## config.mk

```make
export PLATFORM = sky130hd
export DESIGN_NAME = msg_drain_arbiter_flat
export DESIGN_NICKNAME = d
export VERILOG_FILES = /design/src/rtl/msg_drain_arbiter_pkg.sv /design/src/rtl/msg_drain_arbiter_if.sv /design/src/rtl/msg_drain_arbiter_rr_arb2.sv /design/src/rtl/msg_drain_arbiter.sv /design/src/flat_wrapper.sv
export SDC_FILE = /design/constraint.sdc
export NUM_CORES = 1
export LEC_CHECK = 0
export CAP_MARGIN = 5
export CORE_ASPECT_RATIO = 0.7
export CORE_MARGIN = 5
export CORE_UTILIZATION = 36
export CTS_BUF_LIST = sky130_fd_sc_hd__clkbuf_16
export DETAILED_ROUTE_END_ITERATION = 8
export GPL_ROUTABILITY_DRIVEN = 0
export PLACE_DENSITY = 0.9
export SYNTH_ARGS = -nofsm -noshare
export SYNTH_HDL_FRONTEND = slang
export SYNTH_HIERARCHICAL = 1
export SYNTH_SLANG_ARGS = --single-unit
```

## constraint.sdc

```tcl
create_clock -name CLK -period 2.5 [get_ports CLK]
set_clock_uncertainty 0.2 [all_clocks]
set_input_delay 0.5 -clock CLK [delete_from_list [all_inputs] [get_ports CLK]]
set_output_delay 0.5 -clock CLK [all_outputs]
set_load 0.1 [all_outputs]
```

## src/rtl/msg_drain_arbiter_pkg.sv

```systemverilog
// Shared constants for the message drain arbiter: FSM encodings, header layout, default widths.
// The header word is only emitted when MSG_ARB_HEADER_EN is defined.
package msg_drain_arbiter_pkg;

  localparam int unsigned DEF_LEN_W  = 8;
  localparam int unsigned DEF_DATA_W = 16;

  localparam logic [1:0] ST_IDLE  = 2'd0;
  localparam logic [1:0] ST_HDR   = 2'd1;
  localparam logic [1:0] ST_DRAIN = 2'd2;
  localparam logic [1:0] ST_DONE  = 2'd3;

  localparam int unsigned HDR_SRC_BIT = 15;
  localparam int unsigned HDR_PAR_BIT = 14;
  localparam int unsigned HDR_LEN_W   = 8;

  function automatic logic [15:0] make_header(logic src, logic par, logic [HDR_LEN_W-1:0] len);
    logic [15:0] hdr;
    hdr                = '0;
    hdr[HDR_SRC_BIT]   = src;
    hdr[HDR_PAR_BIT]   = par;
    hdr[HDR_LEN_W-1:0] = len;
    return hdr;
  endfunction

endpackage

```

## src/rtl/msg_drain_arbiter_if.sv

```systemverilog
// Source-FIFO and MAIN-FIFO handshake bundle; master = arbiter, slave = FIFO side.
interface msg_drain_arbiter_if
  import msg_drain_arbiter_pkg::*;
#(
  parameter int unsigned LEN_W  = DEF_LEN_W,
  parameter int unsigned DATA_W = DEF_DATA_W
);

  logic [1:0]        SRC_RDY;
  logic [LEN_W-1:0]  SRC_LEN0;
  logic [LEN_W-1:0]  SRC_LEN1;
  logic [1:0]        SRC_PAR;
  logic [DATA_W-1:0] SRC_Q0;
  logic [DATA_W-1:0] SRC_Q1;
  logic [1:0]        SRC_RD;
  logic              MAIN_AFULL;
  logic [DATA_W-1:0] MAIN_DATA;
  logic              MAIN_WR;

  modport master (
    input  SRC_RDY, SRC_LEN0, SRC_LEN1, SRC_PAR, SRC_Q0, SRC_Q1, MAIN_AFULL,
    output SRC_RD, MAIN_DATA, MAIN_WR
  );

  modport slave (
    output SRC_RDY, SRC_LEN0, SRC_LEN1, SRC_PAR, SRC_Q0, SRC_Q1, MAIN_AFULL,
    input  SRC_RD, MAIN_DATA, MAIN_WR
  );

endinterface

```

## src/rtl/msg_drain_arbiter_rr_arb2.sv

```systemverilog
// Two-way round-robin arbiter; the last-served pointer moves only on the done strobe.
module msg_drain_arbiter_rr_arb2
  import msg_drain_arbiter_pkg::*;
(
  input  logic       CLK,
  input  logic       RST,
  input  logic [1:0] req,
  input  logic       done,
  input  logic       done_id,
  output logic [1:0] gnt
);

  // Reset as "source 1 served last" so source 0 wins the first tie.
  logic last_q;

  always_ff @(posedge CLK or negedge RST) begin
    if (!RST) begin
      last_q <= 1'b1;
    end else if (done) begin
      last_q <= done_id;
    end
  end

  always_comb begin
    gnt = 2'b00;
    unique case (req)
      2'b01:   gnt = 2'b01;
      2'b10:   gnt = 2'b10;
      2'b11:   gnt = last_q ? 2'b01 : 2'b10;
      default: gnt = 2'b00;
    endcase
  end

endmodule

```

## src/rtl/msg_drain_arbiter.sv

```systemverilog
// Moves complete messages from two source FIFOs into MAIN FIFO, round-robin per message.
// Define MSG_ARB_HEADER_EN to prepend a {src, parity, 6'b0, len} header word.
module msg_drain_arbiter
  import msg_drain_arbiter_pkg::*;
#(
  parameter int unsigned LEN_W  = DEF_LEN_W,
  parameter int unsigned DATA_W = DEF_DATA_W
) (
  input  logic               CLK,
  input  logic               RST,
  msg_drain_arbiter_if.master bus,
  output logic [1:0]         GRANT,
  output logic               BUSY,
  output logic               MSG_DONE,
  output logic [1:0]         state_mon
);

  logic [1:0]       state_q, state_d;
  logic [1:0]       grant_q, grant_d;
  logic             src_id_q, src_id_d;
  logic [LEN_W-1:0] len_q, len_d;
  logic             par_q, par_d;
  logic [LEN_W-1:0] words_left_q, words_left_d;
  logic             rd_pend_q, rd_pend_d;

  logic [1:0]       arb_gnt;
  logic             arb_done;
  logic [LEN_W-1:0] len_sel;
  logic [1:0]       src_rd;
  logic             hdr_wr;

  msg_drain_arbiter_rr_arb2 u_rr_arb2 (
    .CLK     (CLK),
    .RST     (RST),
    .req     (bus.SRC_RDY),
    .done    (arb_done),
    .done_id (src_id_q),
    .gnt     (arb_gnt)
  );

  assign len_sel = arb_gnt[1] ? bus.SRC_LEN1 : bus.SRC_LEN0;

  always_comb begin
    state_d      = state_q;
    grant_d      = grant_q;
    src_id_d     = src_id_q;
    len_d        = len_q;
    par_d        = par_q;
    words_left_d = words_left_q;
    src_rd       = 2'b00;
    hdr_wr       = 1'b0;
    arb_done     = 1'b0;

    case (state_q)
      ST_IDLE: begin
        if (|arb_gnt) begin
          grant_d      = arb_gnt;
          src_id_d     = arb_gnt[1];
          len_d        = len_sel;
          par_d        = bus.SRC_PAR[arb_gnt[1]];
          words_left_d = len_sel >> 1;
`ifdef MSG_ARB_HEADER_EN
          state_d      = ST_HDR;
`else
          state_d      = ST_DRAIN;
`endif
        end
      end
`ifdef MSG_ARB_HEADER_EN
      ST_HDR: begin
        if (!bus.MAIN_AFULL) begin
          hdr_wr  = 1'b1;
          state_d = ST_DRAIN;
        end
      end
`endif
      ST_DRAIN: begin
        // A read issued last cycle still writes this cycle, so leaving here is safe.
        if (words_left_q != '0) begin
          if (!bus.MAIN_AFULL) begin
            src_rd       = grant_q;
            words_left_d = words_left_q - LEN_W'(1);
          end
        end else begin
          state_d = ST_DONE;
        end
      end
      ST_DONE: begin
        arb_done = 1'b1;
        grant_d  = 2'b00;
        state_d  = ST_IDLE;
      end
      default: state_d = ST_IDLE;
    endcase

    rd_pend_d = |src_rd;
  end

  always_ff @(posedge CLK or negedge RST) begin
    if (!RST) begin
      state_q      <= ST_IDLE;
      grant_q      <= 2'b00;
      src_id_q     <= 1'b0;
      len_q        <= '0;
      par_q        <= 1'b0;
      words_left_q <= '0;
      rd_pend_q    <= 1'b0;
    end else begin
      state_q      <= state_d;
      grant_q      <= grant_d;
      src_id_q     <= src_id_d;
      len_q        <= len_d;
      par_q        <= par_d;
      words_left_q <= words_left_d;
      rd_pend_q    <= rd_pend_d;
    end
  end

  logic [DATA_W-1:0] main_data;

  always_comb begin
    main_data = '0;
    if (rd_pend_q) begin
      main_data = src_id_q ? bus.SRC_Q1 : bus.SRC_Q0;
    end
`ifdef MSG_ARB_HEADER_EN
    else if (hdr_wr) begin
      main_data = DATA_W'(make_header(src_id_q, par_q, len_q[HDR_LEN_W-1:0]));
    end
`endif
  end

`ifndef MSG_ARB_HEADER_EN
  logic unused_hdr;
  assign unused_hdr = ^{len_q, par_q};
`endif

  assign bus.SRC_RD    = src_rd;
  assign bus.MAIN_WR   = rd_pend_q | hdr_wr;
  assign bus.MAIN_DATA = main_data;

  assign GRANT     = grant_q;
  assign BUSY      = (state_q != ST_IDLE);
  assign MSG_DONE  = (state_q == ST_DONE);
  assign state_mon = state_q;

endmodule

```

## src/flat_wrapper.sv

```systemverilog
// flat-port wrapper written by rule: the top's interface ports become plain ports
module msg_drain_arbiter_flat import msg_drain_arbiter_pkg::*;
#(
  parameter int unsigned LEN_W  = DEF_LEN_W,
  parameter int unsigned DATA_W = DEF_DATA_W
)
  (CLK, RST, GRANT, BUSY, MSG_DONE, state_mon, bus_SRC_RDY, bus_SRC_LEN0, bus_SRC_LEN1, bus_SRC_PAR, bus_SRC_Q0, bus_SRC_Q1, bus_MAIN_AFULL, bus_SRC_RD, bus_MAIN_DATA, bus_MAIN_WR);
  msg_drain_arbiter_if #(.LEN_W(LEN_W), .DATA_W(DATA_W)) bus_i ();
  input  logic CLK;
  input  logic RST;
  output logic [1:0] GRANT;
  output logic BUSY;
  output logic MSG_DONE;
  output logic [1:0] state_mon;
  input wire logic [$bits(bus_i.SRC_RDY)-1:0] bus_SRC_RDY;
  input wire logic [$bits(bus_i.SRC_LEN0)-1:0] bus_SRC_LEN0;
  input wire logic [$bits(bus_i.SRC_LEN1)-1:0] bus_SRC_LEN1;
  input wire logic [$bits(bus_i.SRC_PAR)-1:0] bus_SRC_PAR;
  input wire logic [$bits(bus_i.SRC_Q0)-1:0] bus_SRC_Q0;
  input wire logic [$bits(bus_i.SRC_Q1)-1:0] bus_SRC_Q1;
  input wire logic [$bits(bus_i.MAIN_AFULL)-1:0] bus_MAIN_AFULL;
  output wire logic [$bits(bus_i.SRC_RD)-1:0] bus_SRC_RD;
  output wire logic [$bits(bus_i.MAIN_DATA)-1:0] bus_MAIN_DATA;
  output wire logic [$bits(bus_i.MAIN_WR)-1:0] bus_MAIN_WR;
  assign bus_i.SRC_RDY = bus_SRC_RDY;
  assign bus_i.SRC_LEN0 = bus_SRC_LEN0;
  assign bus_i.SRC_LEN1 = bus_SRC_LEN1;
  assign bus_i.SRC_PAR = bus_SRC_PAR;
  assign bus_i.SRC_Q0 = bus_SRC_Q0;
  assign bus_i.SRC_Q1 = bus_SRC_Q1;
  assign bus_i.MAIN_AFULL = bus_MAIN_AFULL;
  assign bus_SRC_RD = bus_i.SRC_RD;
  assign bus_MAIN_DATA = bus_i.MAIN_DATA;
  assign bus_MAIN_WR = bus_i.MAIN_WR;
  msg_drain_arbiter #(.LEN_W(LEN_W), .DATA_W(DATA_W)) u_core (.CLK(CLK), .RST(RST), .bus(bus_i), .GRANT(GRANT), .BUSY(BUSY), .MSG_DONE(MSG_DONE), .state_mon(state_mon));
endmodule
```

[After elaboration in Yosys (flattened, before gate mapping)]
Index checks and enable logic that the tools add are counted.
Word-level totals
  bits in registers: 15
  latch bits: 0
  bits in writable memories: 0
  bits in read-only memories: 0
  input bits: 55
  output and inout bits: 25
  logic and storage cells: 45
  memories: 0
Cells by class
  add/sub/neg operators: 1
  multiply operators: 0
  div/mod/pow operators: 0
  magnitude comparators: 0
  equality and inequality tests: 9
  shifts and indexed selects: 0
  multiplexer cells: 18
  bitwise operators: 0
  reductions and logical operators: 11
Operators with widths (count)
  $mux W16: 2
  $mux W8: 4
  $pmux W8 S2: 1
  $mux W2: 7
  $eq A2 B2 Y1 const B: 4
  $pmux W2 S2: 2
  $reduce_bool A8 Y1: 1
  $sub A8 B1 Y8 const B: 1
  $pmux W2 S3: 1
  $reduce_and A2 Y1: 3
  $reduce_bool A2 Y1: 3
  $ne A2 B1 Y1 const B: 2
  $ne A2 B2 Y1 const B: 2
  $reduce_and A4 Y1: 1
  $reduce_or A2 Y1: 2
  $eq A2 B1 Y1 const B: 1
  $logic_not A2 Y1: 1
  $mux W1: 1

[Logic depth before layout (Yosys ltp)]
Gate-level depths: netlist of the first run.
  depth after elaboration: 5
  mapped depth: 7
  mapped depth without buffers: 6

[By module]
The synthesis of the first run kept the hierarchy.
By module, submodules not included
  msg_drain_arbiter: instances 1, cells an instance 132, area each 1166.1 um^2, seq. area each 350.3 um^2
  msg_drain_arbiter_rr_arb2: instances 1, cells an instance 6, area each 61.3 um^2, seq. area each 26.3 um^2

[Worst setup path before layout of the first run]
Ideal clock, no wire load.
  kind: register -> output
  start point: reg u_core.state_q[1], in the netlist u_core/state_mon[1]
  end point: out bus_SRC_RD[0]
  arrival time: 3.098 ns
  required time: 1.800 ns
  setup slack: -1.298 ns
  stages on the path, launching flop included: 7
  buffers on the path: 3
  path through: dfrtp_1 buf_4 nand2b_4 buf_6 a311o_1 buf_6 nor2_1
Between the ends
  word-level cells in the longest chain between the ends: 2
RTL lines
  start, declared: line msg_drain_arbiter.sv:18  | logic [1:0] state_q, state_d;
  start signal, assigned: line msg_drain_arbiter.sv:109  | state_q <= state_d;
  $eq A2 B2 Y1: line msg_drain_arbiter.sv:54  | case (state_q)
  $mux W2: line msg_drain_arbiter.sv:54
  end, declared: line flat_wrapper.sv:22  | output wire logic [$bits(bus_i.SRC_RD)-1:0] bus_SRC_RD;
Every way passes these cells.

[Final worst setup path of the first run]
  start point: reg u_core.words_left_q[0]
  end point: out bus_SRC_RD[1]
Between the ends
  word-level cells in the longest chain between the ends: 3
RTL lines
  start, declared: line msg_drain_arbiter.sv:23  | logic [LEN_W-1:0] words_left_q, words_left_d;
  start signal, assigned: line msg_drain_arbiter.sv:114  | words_left_q <= words_left_d;
  $reduce_bool A8 Y1: line msg_drain_arbiter.sv:79  | if (words_left_q != '0) begin
  $mux W2: line msg_drain_arbiter.sv:79
  $mux W2: line msg_drain_arbiter.sv:54
Every way passes these cells.

==> results of run 1 <==
## registers in the layout, indices dropped and copies added (netlist names)
signal,count
u_core/state_mon,2
u_core/words_left_q,8
u_core/GRANT,2
u_core/src_id_q,1
u_core/u_rr_arb2/last_q,1
u_core/bus.MAIN_WR,1
## through the flow
step	area (sq um)	instances	setup TNS [ps]	setup WS, ps	utilization [%]
6_report	2420	268	0	41.3	75.2
2_1_floorplan	1290	138	-3800	-284	-
3_5_place_dp	2280	260	0	28.6	71.1
3_3_place_gp	2280	260	0	46.5	71.1
5_1_grt	2420	268	-16.0	-16.0	75.2
4_1_cts	2380	265	0	13.3	74.0
## cells by family after synthesis
| logic type | count (synthesis) | share of synthesized area, % |
|---|---|---|
| muxes | 22 | 18.0 |
| AOI/OAI and AO/OA | 37 | 21.9 |
| and+or+nand+nor | 47 | 21.8 |
| adders and majority gates | 1 | 1.02 |
| DFF | 15 | 30.7 |
| buffers and inverters | 16 | 6.52 |
## cells in the mapped netlist, types with 2 or more instances
master,number,share of area [%]
sky130_fd_sc_hd__nand2_1,6,1.8
sky130_fd_sc_hd__buf_6,2,1.8
sky130_fd_sc_hd__a31oi_1,3,1.5
sky130_fd_sc_hd__a21oi_1,9,3.7
sky130_fd_sc_hd__o32ai_1,2,1.4
sky130_fd_sc_hd__nor2_1,10,3.1
sky130_fd_sc_hd__o22a_1,3,2.1
sky130_fd_sc_hd__a211oi_1,4,2.4
sky130_fd_sc_hd__dfrtp_1,14,29
sky130_fd_sc_hd__inv_1,7,2.1
sky130_fd_sc_hd__nor3_1,3,1.2
sky130_fd_sc_hd__and2b_2,3,2.1
sky130_fd_sc_hd__o22ai_1,2,1.0
sky130_fd_sc_hd__nor2b_1,21,11
sky130_fd_sc_hd__mux2i_1,21,17
sky130_fd_sc_hd__clkbuf_1,4,1.2
sky130_fd_sc_hd__a41oi_1,2,1.4
## layout make-up
class | count | share of cell area (%)
repair buffers | 87 | 42.1
multi-input cells | 107 | 35.1
flip-flops and latches | 15 | 15.9
clock buffers | 3 | 3.11
well taps | 47 | 2.43
inverters | 8 | 1.24
clock inverters | 1 | 0.207
## what timing repair did
| action | CTS | global route |
|---|---|---|
| pin swaps | 2 | 3 |
| setup endpoints to repair | 2 | 2 |
| gates cloned | 0 | 0 |
| setup buffers | 1 | 3 |
| gates resized for setup | 2 | 5 |
## layout by cell type (no fill, tap or decap), types with 2 or more instances in the layout
cell type                         instances
sky130_fd_sc_hd__and2b_2                  3
sky130_fd_sc_hd__dfrtp_1                 12
sky130_fd_sc_hd__nor2_1                   8
sky130_fd_sc_hd__nor2b_2                 16
sky130_fd_sc_hd__nor3_1                   3
sky130_fd_sc_hd__inv_1                    5
sky130_fd_sc_hd__o22ai_1                  2
sky130_fd_sc_hd__a41oi_1                  2
sky130_fd_sc_hd__a21oi_1                  9
sky130_fd_sc_hd__o22a_1                   3
sky130_fd_sc_hd__nand2_1                  6
sky130_fd_sc_hd__nor2_4                   2
sky130_fd_sc_hd__a31oi_1                  3
sky130_fd_sc_hd__o32ai_1                  2
sky130_fd_sc_hd__buf_12                  19
sky130_fd_sc_hd__dfrtp_4                  2
sky130_fd_sc_hd__inv_2                    3
sky130_fd_sc_hd__nor2b_1                  4
sky130_fd_sc_hd__buf_4                   18
sky130_fd_sc_hd__clkdlybuf4s50_1         50
sky130_fd_sc_hd__clkbuf_16                3
sky130_fd_sc_hd__mux2i_1                 21
sky130_fd_sc_hd__a211oi_1                 4
## metal layers
metal  GRT usage (%)  vias up  wire (um)
li1                -      670          -
met3            5.50        8        331
met4            5.78        0         84
met2            32.1       69       2400
met5               0        -          0
met1            24.4      661       1840
## critical path, stage by stage, from the launching register on
cell,delay [ps]
sky130_fd_sc_hd__dfrtp_1,380
sky130_fd_sc_hd__inv_2,70
sky130_fd_sc_hd__ha_4,160
sky130_fd_sc_hd__nor2b_4,120
sky130_fd_sc_hd__a311o_2,460
sky130_fd_sc_hd__nor2_4,150
sky130_fd_sc_hd__buf_12,180
## worst max-delay path by stage
stage	startpoint	end	slack, ps	cells after the start
floorplan	u_core/bus.MAIN_WR	bus_MAIN_DATA[10]	-280	2
global placement	bus_MAIN_AFULL	bus_SRC_RD[1]	50	4
detailed placement	bus_MAIN_AFULL	bus_SRC_RD[1]	30	4
CTS	u_core/words_left_q[0]	bus_SRC_RD[1]	10	6
global route	u_core/words_left_q[0]	bus_SRC_RD[1]	-20	6
finish	u_core/words_left_q[0]	bus_SRC_RD[1]	40	6
## report_power, final
part / internal [uW] / leakage, uW / switching (uW)
Clock: 214 / 0.0000409 / 106
Combinational: 752 / 0.000769 / 1200
Sequential: 347 / 0.000172 / 113
Total: 1310 / 0.000981 / 1420
==> impl_results.md, run 1 <==
- Post-synthesis sequential element count: 15
- Worst setup path class: flip-flop to output pin
- Rel. slew slack: 53.5%
- Final hold slack: 271 ps
- Antenna cells: 0
- Syn Nets: slightly below 200
- Total of endpoints with negative setup slack in the final report: 0
- Total global routing overflow: 0
- Final wirelength: 4.66 mm
- Total leakage power: 0.000981 uW
- Clock tree buffer depth: 2
- Clock transition at the registers of the reported paths: approximately 50 ps
- Count of routing violations after the opening detailed-route iteration: 121
- Sequential cell area: about 380 sq um
- Die width: approximately 80 um
- Die area: 0.00470 sq mm
- Critical path peak fanout: 4
- Antenna Nets Post-Route: 0
- DRC errors left: 0
- Startpoint of the lowest-slack hold path: u_core/words_left_q[7]
- Critical R2R Launch: u_core/words_left_q[0]
- Clock tree from TritonCTS: built
- Part of the cycle the worst path needs: 98.3%
- Maximum number of pins on one net before global-route repair: 18
- Share of final-layout standard cells stronger than drive strength 1: 34.4%
- Hold Vio Cnt, Final: 0
- Clock tree root buffer cell: sky130_fd_sc_hd__clkbuf_16
- FF-to-FF End: u_core/words_left_q[3]
- Clock net sink count: 15
- CP Capture Type: output pin
- Placement Rows: 17
- Arr. time, crit path: 1760 ps
- Outcome: finished, final reports clean
- Worst min-delay path class: flip-flop to flip-flop
- Type of origin of the critical path: flip-flop
- Maximum frequency from static timing analysis: 0.407 GHz
- Least-Margin Pin Slew: 696 ps
- Core outline area: 0.00321 sq mm
- Hold-fix buffer count after cts: 0
- Power after layout: 2740 uW
- R2R Setup Slk: 150 ps
- Average size of a mapped cell: 8.89 sq um
- Final Max Slew Viols: 0
- Hold EP: u_core/state_mon[0]
- Multi-input logic area: 847 sq um
- Global-route wire length before repair: between 6 and 7 mm
- Antenna violations before repair: 0
- Via count of the first global-routing pass: about 1300
- Pwr Density: around 1100 mW/mm^2
- Total via count after detailed routing: 1408
- Fraction of synthesis flops using an asynchronous set or reset pin: 100%
- Dpl hpwl: 3.54 mm
- Number of warnings printed during yosys synthesis: 6
- Worst R2R Path Depth: 8
- Distinct cell type count of the synthesized netlist: 39
- Top FF cell, synth: sky130_fd_sc_hd__dfrtp_1
- Cell area after technology mapping: 0.00123 sq mm
- Starting utilization of the core area: 38.2%
- Worst hold path stage count: 1
- Number of I/O pins: 80
- Total CTS buffers: 3
- Worst-skew pair later-pin latency: roughly 250 ps
- RSZ-0062 raised after global routing: true
- Sequential area share after synthesis: a little under a third
- MaxCap Viol Count: 0
- Buffers on Ports: 75
- Average wire length per cell after detail routing: 17.4 um
- GRT Resource Usage Total: 19.3%
- Iteration count of the initial detailed-routing pass: 4
- EDFF count, synth: 0
- Filler cell count in the final layout: between 200 and 250
- Gate count after technology mapping: around 140
- Final nets: 278
- Synth-to-Final Area Change: 96.8%
- Routed via count divided by cell count: 5.25
- Required time at the worst-slack endpoint: 1800 ps
- H-Tree Level Count: 1
- Largest vdd supply drop: 0.000793 V
- Final critical path time including I/O delays and setup: 2460 ps
- Vertical die dimension: 58.9 um
Power figures use the tool's default switching activity.
==> inputs of run 2 (changes only) <==
- CORE_UTILIZATION: 36 -> 33
- PLACE_DENSITY: 0.9 -> 0.87
- clock period: 2.5 -> 2.05 ns (I/O delays scaled with it)
==> impl_results.md, run 2 (synthesis gave the netlist of run 1 again) <==
- Hold-fix buffer count after cts: 0 (unchanged)
- Maximum number of pins on one net before global-route repair: 18 (unchanged)
- Worst setup path class: flip-flop to output pin
- Worst-skew pair later-pin latency: 250 ps (about the same)
- Total leakage power: 0.00117 uW (+19%)
- Clock tree buffer depth: 2 (unchanged)
- Final Max Slew Viols: 0 (unchanged)
- Antenna cells: 0 (unchanged)
- Routed via count divided by cell count: 5.31 (+1.1%)
- Antenna Nets Post-Route: 0 (unchanged)
- Clock tree root buffer cell: sky130_fd_sc_hd__clkbuf_16
- Violated checks: negative setup slack
- Final nets: 296 (+6.5%)
- Total of endpoints with negative setup slack in the final report: 8 (+8)
- RSZ-0062 raised after global routing: true
- Worst min-delay path class: input port to asynchronous set/reset pin
- Total CTS buffers: 3 (unchanged)
- Sequential cell area: 389 sq um (+1.3%)
- Share of final-layout standard cells stronger than drive strength 1: 50.2% (+16 points)
- Hold Vio Cnt, Final: 0 (unchanged)
- Final wirelength: 5.69 mm (+22%)
- Number of placed cells counting well taps: 279 (+7.3%)
- Slowest library cell on the worst path: sky130_fd_sc_hd__a311o_2
- Largest stage delay on the critical path: 440 ps (-20 ps)
- Synth-to-Final Area Change: 135%
- Power after layout: 3870 uW (+42%)
- Most common cell after layout, fill and taps aside: sky130_fd_sc_hd__clkdlybuf4s50_1
- MaxCap Viol Count: 0 (unchanged)
- Outcome: finished with violations
- Number of I/O pins: 80 (unchanged)
- Placement Rows: 18 (+1)
- Arr. time, crit path: 1720 ps (-40 ps)
- Die width: 82.9 um (+3.9%)
- Total global routing overflow: 0 (unchanged)
- Final critical path time including I/O delays and setup: 2330 ps
- Filler cell count in the final layout: 221 (+4.7%)
- Clock transition at the registers of the reported paths: 50 ps (about the same)
- Final Worst Setup Slack: -284 ps (-325 ps)
- Rel. slew slack: 63.3% (+9.8 points)
- Critical path peak fanout: 3 (-1)
- Vertical die dimension: 61.0 um (+3.7%)
- H-Tree Level Count: 1 (unchanged)
- Most frequent cells in the layout: 50 x sky130_fd_sc_hd__clkdlybuf4s50_1, 27 x sky130_fd_sc_hd__buf_4, 26 x sky130_fd_sc_hd__buf_12
- Via count of the first global-routing pass: 1512 (+12%)
- Starting utilization of the core area: 34.5% (-3.7 points)
- Total via count after detailed routing: 1535 (+9.0%)
- Least-Margin Pin Slew: 547 ps (-149 ps)
- R2R Setup Slk: -170 ps (-320 ps)
- Maximum frequency from static timing analysis: 0.429 GHz
- Ordered cell list for the critical path: inv_2 > ha_4 > nor2b_4 > a311o_2 > nor2_4 > buf_12
- Filler-free cell count of the finished design: 289 (+7.8%)
- Clock net sink count: 15 (unchanged)
- Pwr Density: 1340 mW/mm^2 (+19%)
- Flip-flop count of the largest register, all copies and words added: 8 (unchanged)
- Iteration count of the initial detailed-routing pass: 4 (unchanged)
- Multi-input logic area: 0.00106 sq mm (+25%)
- CP Capture Type: output pin
- Required time at the worst-slack endpoint: 1440 ps (-360 ps)
- Clock tree from TritonCTS: built
- Global-route wire length before repair: 7.80 mm (+13%)
- Die area: 0.00506 sq mm (+7.7%)
- Part of the cycle the worst path needs: 114%
- Largest vdd supply drop: 0.000893 V (+13%)
- GRT Resource Usage Total: 19.3% (+0.072 points)
- Core outline area: 0.00356 sq mm (+11%)
- Dpl hpwl: 3.83 mm (+8.5%)
- Count of routing violations after the opening detailed-route iteration: 56 (-54%)
- Antenna violations before repair: 0 (unchanged)
- Top register by number of flip-flops: u_core/words_left_q
- Average wire length per cell after detail routing: 19.7 um (+13%)
- DRC errors left: 0 (unchanged)
- Buffers on Ports: 75 (unchanged)
- Type of origin of the critical path: flip-flop
## run 2: stage by stage
step	instance area [sq um]	hold WS [ps]	util, %	setup WS (ps)	setup TNS, ps
after floorplan	1380	-85.6	-	-422	-1010
after global placement	2580	268	72.5	-197	-1150
after detailed placement	2580	276	72.5	-218	-1510
after CTS	2730	288	76.8	-273	-561
after global routing	2880	304	81.0	-339	-1620
final	2880	279	81.0	-284	-911
## run 2: timing repair
item,CTS,global route
pin swaps,4,2
cloned,0,1
setup buffers,3,2
endpoints found under the setup margin,7,24
resized for setup,15,24
## run 2: layout make-up
type	instances	share of cell area [%]
clock buffer	3	2.60
clock inverter	1	0.174
inverter	8	1.04
multi-input combinational	107	36.8
sequential	15	13.5
tap	50	2.17
timing repair buffer	105	43.7
## run 2: power breakdown
part | switching [uW] | internal (uW) | total (uW)
clock network | 131 | 261 | 392
registers | 183 | 428 | 611
logic | 1600 | 1270 | 2870
total | 1910 | 1960 | 3870
## run 2: worst max-delay path, delay by kind of cell (launching register included)
kind | cells | cell delay [ps]
fa+ha+maj | 1 | 160
buf+inv | 2 | 240
compound gates | 1 | 440
simple gates | 2 | 270
flops | 1 | 360
## run 2: routing by layer
layer  vias to the layer above  track usage [%]  wire length, um
met4                         0             1.63              121
li1                        706                -                -
met5                         -                0                0
met2                        86             36.6             3020
met3                        10             5.21              345
met1                       733             23.5             2200
## run 2: final timing paths
kind | from | to | cells after the start
worst max-delay path | u_core/words_left_q[0] | bus_SRC_RD[1] | 6
worst min-delay path | RST | u_core/words_left_q[1] | 2
worst max register to register | u_core/words_left_q[0] | u_core/words_left_q[7] | 8
worst min register to register | u_core/u_rr_arb2/last_q | u_core/u_rr_arb2/last_q | 2
max in group asynchronous | RST | u_core/u_rr_arb2/last_q | 2
min in group CLK | u_core/u_rr_arb2/last_q | u_core/u_rr_arb2/last_q | 2
